<file path="config.mk">
export PLATFORM = sky130hd
export DESIGN_NAME = reg_file_wb
export DESIGN_NICKNAME = d
export VERILOG_FILES = /design/src/rtl/cpu_pkg.sv /design/src/rtl/reg_wr_decoder.sv /design/src/rtl/reg_file_wb.sv
export SDC_FILE = /design/constraint.sdc
export NUM_CORES = 2
export LEC_CHECK = 0
export CORE_ASPECT_RATIO = 0.6
export CORE_MARGIN = 5
export CORE_UTILIZATION = 50
export DETAILED_ROUTE_END_ITERATION = 7
export PLACE_DENSITY = 0.63
export SYNTH_ARGS = -nofsm -noshare
export SYNTH_HDL_FRONTEND = slang
export SYNTH_HIERARCHICAL = 1
export SYNTH_SLANG_ARGS = --single-unit
export TNS_END_PERCENT = 20
</file>
<file path="constraint.sdc">
create_clock -name clk -period 4.9 [get_ports clk]
set_input_delay 0.49 -clock clk [delete_from_list [all_inputs] [get_ports clk]]
set_output_delay 0.49 -clock clk [all_outputs]
set_load 0.1 [all_outputs]
</file>
<file path="src/rtl/cpu_pkg.sv">
// Shared CPU parameters and types for the register file and its helpers.
package cpu_pkg;

  localparam int DATA_W   = 32;
  localparam int ADDR_W   = 5;
  localparam int NUM_REGS = 2 ** ADDR_W;

  typedef logic [ADDR_W-1:0] reg_addr_t;

endpackage

</file>
<file path="src/rtl/reg_wr_decoder.sv">
// One-hot decoder for register-file write and issue selects; index 0 is the
// hardwired zero register and never gets a select.
module reg_wr_decoder
  import cpu_pkg::reg_addr_t;
#(
  parameter int ADDR_W   = cpu_pkg::ADDR_W,
  parameter int NUM_REGS = 2 ** ADDR_W
) (
  input  logic                en,
  input  logic [ADDR_W-1:0]   addr,
  output logic [NUM_REGS-1:0] onehot
);

  // Raise the addressed bit when enabled, then mask off register 0.
  always_comb begin
    onehot = '0;
    if (en) begin
      onehot[addr] = 1'b1;
    end
    onehot[0] = 1'b0;
  end

endmodule

</file>
<file path="src/rtl/reg_file_wb.sv">
// Two-read / one-write register file with write-first bypass and a
// per-register pending-write scoreboard for issue hazard detection.
module reg_file_wb
  import cpu_pkg::reg_addr_t;
#(
  parameter int DATA_W = cpu_pkg::DATA_W,
  parameter int ADDR_W = cpu_pkg::ADDR_W
) (
  input  logic                   clk,
  input  logic                   rst,
  input  logic                   we,
  input  logic [ADDR_W-1:0]      waddr,
  input  logic [DATA_W-1:0]      wdata,
  input  logic [ADDR_W-1:0]      raddr1,
  input  logic [ADDR_W-1:0]      raddr2,
  output logic [DATA_W-1:0]      rdata1,
  output logic [DATA_W-1:0]      rdata2,
  input  logic                   issue_valid,
  input  logic [ADDR_W-1:0]      issue_rd,
  output logic                   hazard1,
  output logic                   hazard2,
  output logic [2**ADDR_W-1:0]   busy
);

  localparam int NREGS = 2 ** ADDR_W;

  logic [NREGS-1:0]  wr_sel;
  logic [NREGS-1:0]  iss_sel;
  logic [DATA_W-1:0] regs [NREGS];
  logic              match1;
  logic              match2;

  reg_wr_decoder #(
    .ADDR_W   (ADDR_W),
    .NUM_REGS (NREGS)
  ) u_wr_dec (
    .en     (we),
    .addr   (waddr),
    .onehot (wr_sel)
  );

  reg_wr_decoder #(
    .ADDR_W   (ADDR_W),
    .NUM_REGS (NREGS)
  ) u_iss_dec (
    .en     (issue_valid),
    .addr   (issue_rd),
    .onehot (iss_sel)
  );

  // Register array: clear on reset, otherwise load the write-selected entry; entry 0 stays zero.
  always_ff @(posedge clk) begin
    if (rst) begin
      for (int i = 0; i < NREGS; i++) begin
        regs[i] <= '0;
      end
    end else begin
      regs[0] <= '0;
      for (int i = 1; i < NREGS; i++) begin
        if (wr_sel[i]) begin
          regs[i] <= wdata;
        end
      end
    end
  end

  // Scoreboard: write-back clears, issue sets; set is applied last so the newer producer wins.
  always_ff @(posedge clk) begin
    if (rst) begin
      busy <= '0;
    end else begin
      busy <= (busy & ~wr_sel) | iss_sel;
    end
  end

  // Combinational reads with write-first bypass; index 0 always reads zero.
  always_comb begin
    match1 = we && (waddr == raddr1) && (raddr1 != '0);
    match2 = we && (waddr == raddr2) && (raddr2 != '0);
    rdata1 = '0;
    rdata2 = '0;
    if (raddr1 != '0) begin
      rdata1 = match1 ? wdata : regs[raddr1];
    end
    if (raddr2 != '0) begin
      rdata2 = match2 ? wdata : regs[raddr2];
    end
  end

  // A source is hazardous while reserved, unless its value is being written back right now.
  always_comb begin
    hazard1 = busy[raddr1] && !match1;
    hazard2 = busy[raddr2] && !match2;
  end

endmodule

</file>
# Word-level counts from Yosys, hierarchy flattened
# Memory sizes are Yosys's and may differ from the RTL's.
# Index checks and enable logic that the tools add are counted.
# W data, S select, Z words.
# op_classes
n_lt_le_gt_ge	6
n_eq_ne	2
n_mux	142
n_bitwise	35
n_reduce_logical	12
# op_table
operator	count
$mux W32	38
$mux W1	100
$and A32 B32 Y32	1
$not A32 Y32	1
$or A1 B1 Y1	32
$or A32 B32 Y32	1
$lt A5 B6 Y1 const B	4
$bmux W1 S5	2
$demux W1 S5	2
$eq A5 B5 Y1	2
$ge A5 B1 Y1 const B	2
$reduce_bool A5 Y1	2
$logic_and A1 B1 Y1	8
$logic_not A1 Y1	2
# totals
reg_bits	32
ramBits	1024
input_bits	56
output_inout_bits	98
word_cells	199
n_memories	1
# mem_list
memory	words	width	read_ports	rd_ports_with_merged_regs	write_ports	line_no	text
regs	32	32	2	0	32	reg_file_wb.sv:29	logic [DATA_W-1:0] regs [NREGS];

# Longest topological paths before layout
# depth
depth_word	9
depth_mapped	9
depth_no_buf	5

# Cells and area by module
# The synthesis kept the hierarchy.
# modules_own_cells
module	instances	cells_each	area_each_um2	seq_area_each_um2
reg_file_wb	1	3960	53537.6	30429.2
reg_wr_decoder	2	48	237.7	0.0

# Worst setup path after synthesis
# Ideal clock, no wire load.
# synth_timing
path_kind	in2out
start	input port raddr1[1]
end	output port rdata1[5]
arrival_ns	3.339
required_ns	4.410
slack_ns	1.071
path_stages	8
path_buffers	3
cell_sequence	buf_2 > nor2b_1 > clkbuf_1 > buf_2 > a22oi_1 > a31oi_1 > o21ai_0 > a31oi_1
# synth_via
elab_chain_len	5
elab_cells_between_ends	7
classes_between	eq/ne (1); mux (2); reduce/logical (3); memory (1)
# synth_lines
element	line_no	text
from (decl)	reg_file_wb.sv:14	input logic [ADDR_W-1:0] raddr1,
branches (longest 4 deep; another with $mem_v2 Z32 W32)	-	
$mux W32 *	reg_file_wb.sv:82	if (raddr1 != '0) begin
to (decl)	reg_file_wb.sv:16	output logic [DATA_W-1:0] rdata1,
# Every way passes the cells marked *.

# Worst setup path after layout
# layout_timing
start	input port raddr1[0]
end	output port rdata1[5]
# The elaborated chain is that of the path after synthesis.

==> reports/qor.csv <==
metric,value,unit
synth.top_cell.area_share,55.2,%
row_count,93,
worst_pin_slew,1.29,ns
drive_above_1_share,18.3,%
gp_congestion,0.841,
fp.coreArea,0.107,mm^2
worstPathRequired,4.41,ns
htree_levels,3,
antenna_found_initial,13,
vias,37900,
finalSetupViolCount,0,
drc,0,
critPathMaxFanout,77,
synth-edff-count,992,
p_leak,22.3,nW
clkLatencyLatePin,0.72,ns
postSynthCellCount,4056,
ys_seq_area_share,56.3,%
synth_common_cells,"992 x edfxtp_1, 607 x mux2i_1, 546 x and2_1, 258 x a22oi_1, 208 x clkbuf_1",
overflow,0,
firstDrtPassIters,6,
r2r_setup_slack,4.18,ns
r2r_cells,2,
hold_class,primary input to flip-flop,
syn-num-nets,4112,
finalMaxSlewViolations,0,
root_buffer,clkbuf_16,
arrival,3.62,ns
die_height,265,um
holdPathEnd,busy[19],
rsz0062_at_grt,no,
cts_buffers,98,
cp-end-kind,primary output,
min_period_over_period,83.9,%
critPathMaxStageDelay,0.67,ns
finalSetupTns,0,ns
final_antenna_net_count,0,
synth_most_common_cell,edfxtp_1,
register_area,0.0304,mm^2
totalWireLength,194000,um
syn_area_per_cell,13.3,um^2
start_kind,primary input,
layout.nets,4173,
holdCritStartpoint,rst,
track_usage,33.2,%
crit_slowest_cell,buf_4,
multi_input_area,0.0218,mm^2
port_buffers,153,
crit_top_cell,o21ai_0,
timing.rr.end,busy[31],
clk_pin_slew,0.07,ns
placed_cells,5442,
dp_hpwl,111000,um
status,"finished, final reports clean",
synth_area_leader_cell,edfxtp_1,
cts.path.max_buffers,3,
cts_tree,built,
nFillCells,8578,
ys_warn_count,6,
wl_per_cell,34.5,um
worstPathCellList,buf_8 -> buf_4 -> mux4_2 -> nand2_1 -> o21ai_0 -> o21ai_0 -> a31oi_1 -> buf_12,
irDropWorstVdd,0.361,mV
dpl_cell_area,0.0581,mm^2
io-pin-count,154,
die_w,434,um
fin_cells,5630,
maxSlewHeadroom,13.9,%
powerDensity,362,mW/mm^2
grt_pass1_wl,273000,um
r2r_start,busy[31],
timing.final.ws_setup,0.790,ns
worstSetupPathType,primary input to primary output,
ys.flop_type,edfxtp_1,
synth_cell_types,46,
yosys-top-cells-area,"edfxtp_1 55%, mux2i_1 11%, and2_1 6.3%",
max-cap-violations,0,
timing.fmax,243,MHz
synthArstFlopShare,0,%
ctsResizeCount,0,
syn2layout_area_growth,13.4,%
syn_area,0.0540,mm^2
finalHoldViolations,0,
final_util,57.1,%
cts_setup_buffers,0,
layout_min_cycle_time,4.11,ns
cts_hold_buf,0,
grt_pass1_vias,36500,
start_util,50.3,%
dpl_worst_slack,0.847,ns
die-area,0.115,mm^2
grt_max_degree,78,
finalClockSkew,0,ns
whs_path_depth,2,
viasPerCell,6.73,
synth_seq_cells,1024,
stdcell_area,0.0613,mm^2
cts_sinks,1024,
dr.first_iter.drc_count,5865,
[cell families (layout without fill, tap and decap cells)]
group,after synthesis,count (layout),share of synthesized area [%]
xor gates and xnor gates,10,10,0.162
DFF,1024,1024,56.3
buffers and inverters,409,552,3.77
other,2,8,0.0139
AOI/OAI and AO/OA,746,746,9.39
muxes,883,883,20.0
and+or+nand+nor,982,982,10.3
[worst max path at each step]
| stage | from | end | slack, ns | depth (start not counted) |
|---|---|---|---|---|
| 6_report | raddr1[0] | rdata1[5] | 0.79 | 8 |
| 5_1_grt | raddr1[0] | rdata1[10] | 0.68 | 8 |
| 4_1_cts | raddr1[0] | rdata1[5] | 0.86 | 8 |
| 3_5_place_dp | raddr1[0] | rdata1[5] | 0.85 | 8 |
| 3_3_place_gp | raddr1[0] | rdata1[5] | 0.85 | 8 |
| 2_1_floorplan | raddr1[1] | rdata1[5] | 1.07 | 8 |
[layout by cell type (no fill, tap or decap), drive strengths merged, types with 52 or more instances in the layout]
cell,count
a21oi,65
a22o,64
a22oi,258
a31oi,164
and2,547
buf,259
clkbuf,116
clkdlybuf4s50,77
clkinv,52
edfxtp,992
mux2,132
mux2i,607
mux4,144
nand2,115
nor2,126
o21ai,100
[state kept, by name, indices dropped and copies added, names as in the netlist]
signal	count
busy	32
regs	992
[metrics by stage]
stage                     hold WS [ns]  power [mW]
after global placement           0.525        14.4
final                            0.333        22.2
after global routing             0.329        22.8
after floorplan                  0.833        13.0
after detailed placement         0.530        14.5
after CTS                        0.287        22.2
[area by class of cell]
class	instances	share of cell area (%)
inverter	33	0.202
multi-input combinational	2623	35.6
tap	1425	2.91
sequential	1024	49.7
clock inverter	67	1.01
antenna	6	0.0245
timing repair buffer	337	6.42
clock buffer	115	4.21
[where the power goes]
part | internal, mW | switching [mW] | leakage, nW
combinational | 1.34 | 2.51 | 11.0
clock | 4.30 | 3.50 | 1.58
sequential | 10.2 | 0.303 | 9.78
total | 15.9 | 6.31 | 22.3
[critical path: cells and delay by family]
family                 cells  cell delay [ns]
and+or+nand+nor            1             0.07
buffers and inverters      3             1.57
AOI/OAI and AO/OA          3             0.83
muxes                      1             0.58
[per-layer routing]
layer / track usage (%) / vias up / share of wire [%]
met3: 10.2 / 414 / 13
met2: 47.6 / 2581 / 42
li1: - / 15700 / -
met4: 12.0 / 4 / 4.1
met5: 0 / - / 0.013
met1: 47.7 / 19200 / 41
Power figures use the tool's default switching activity.
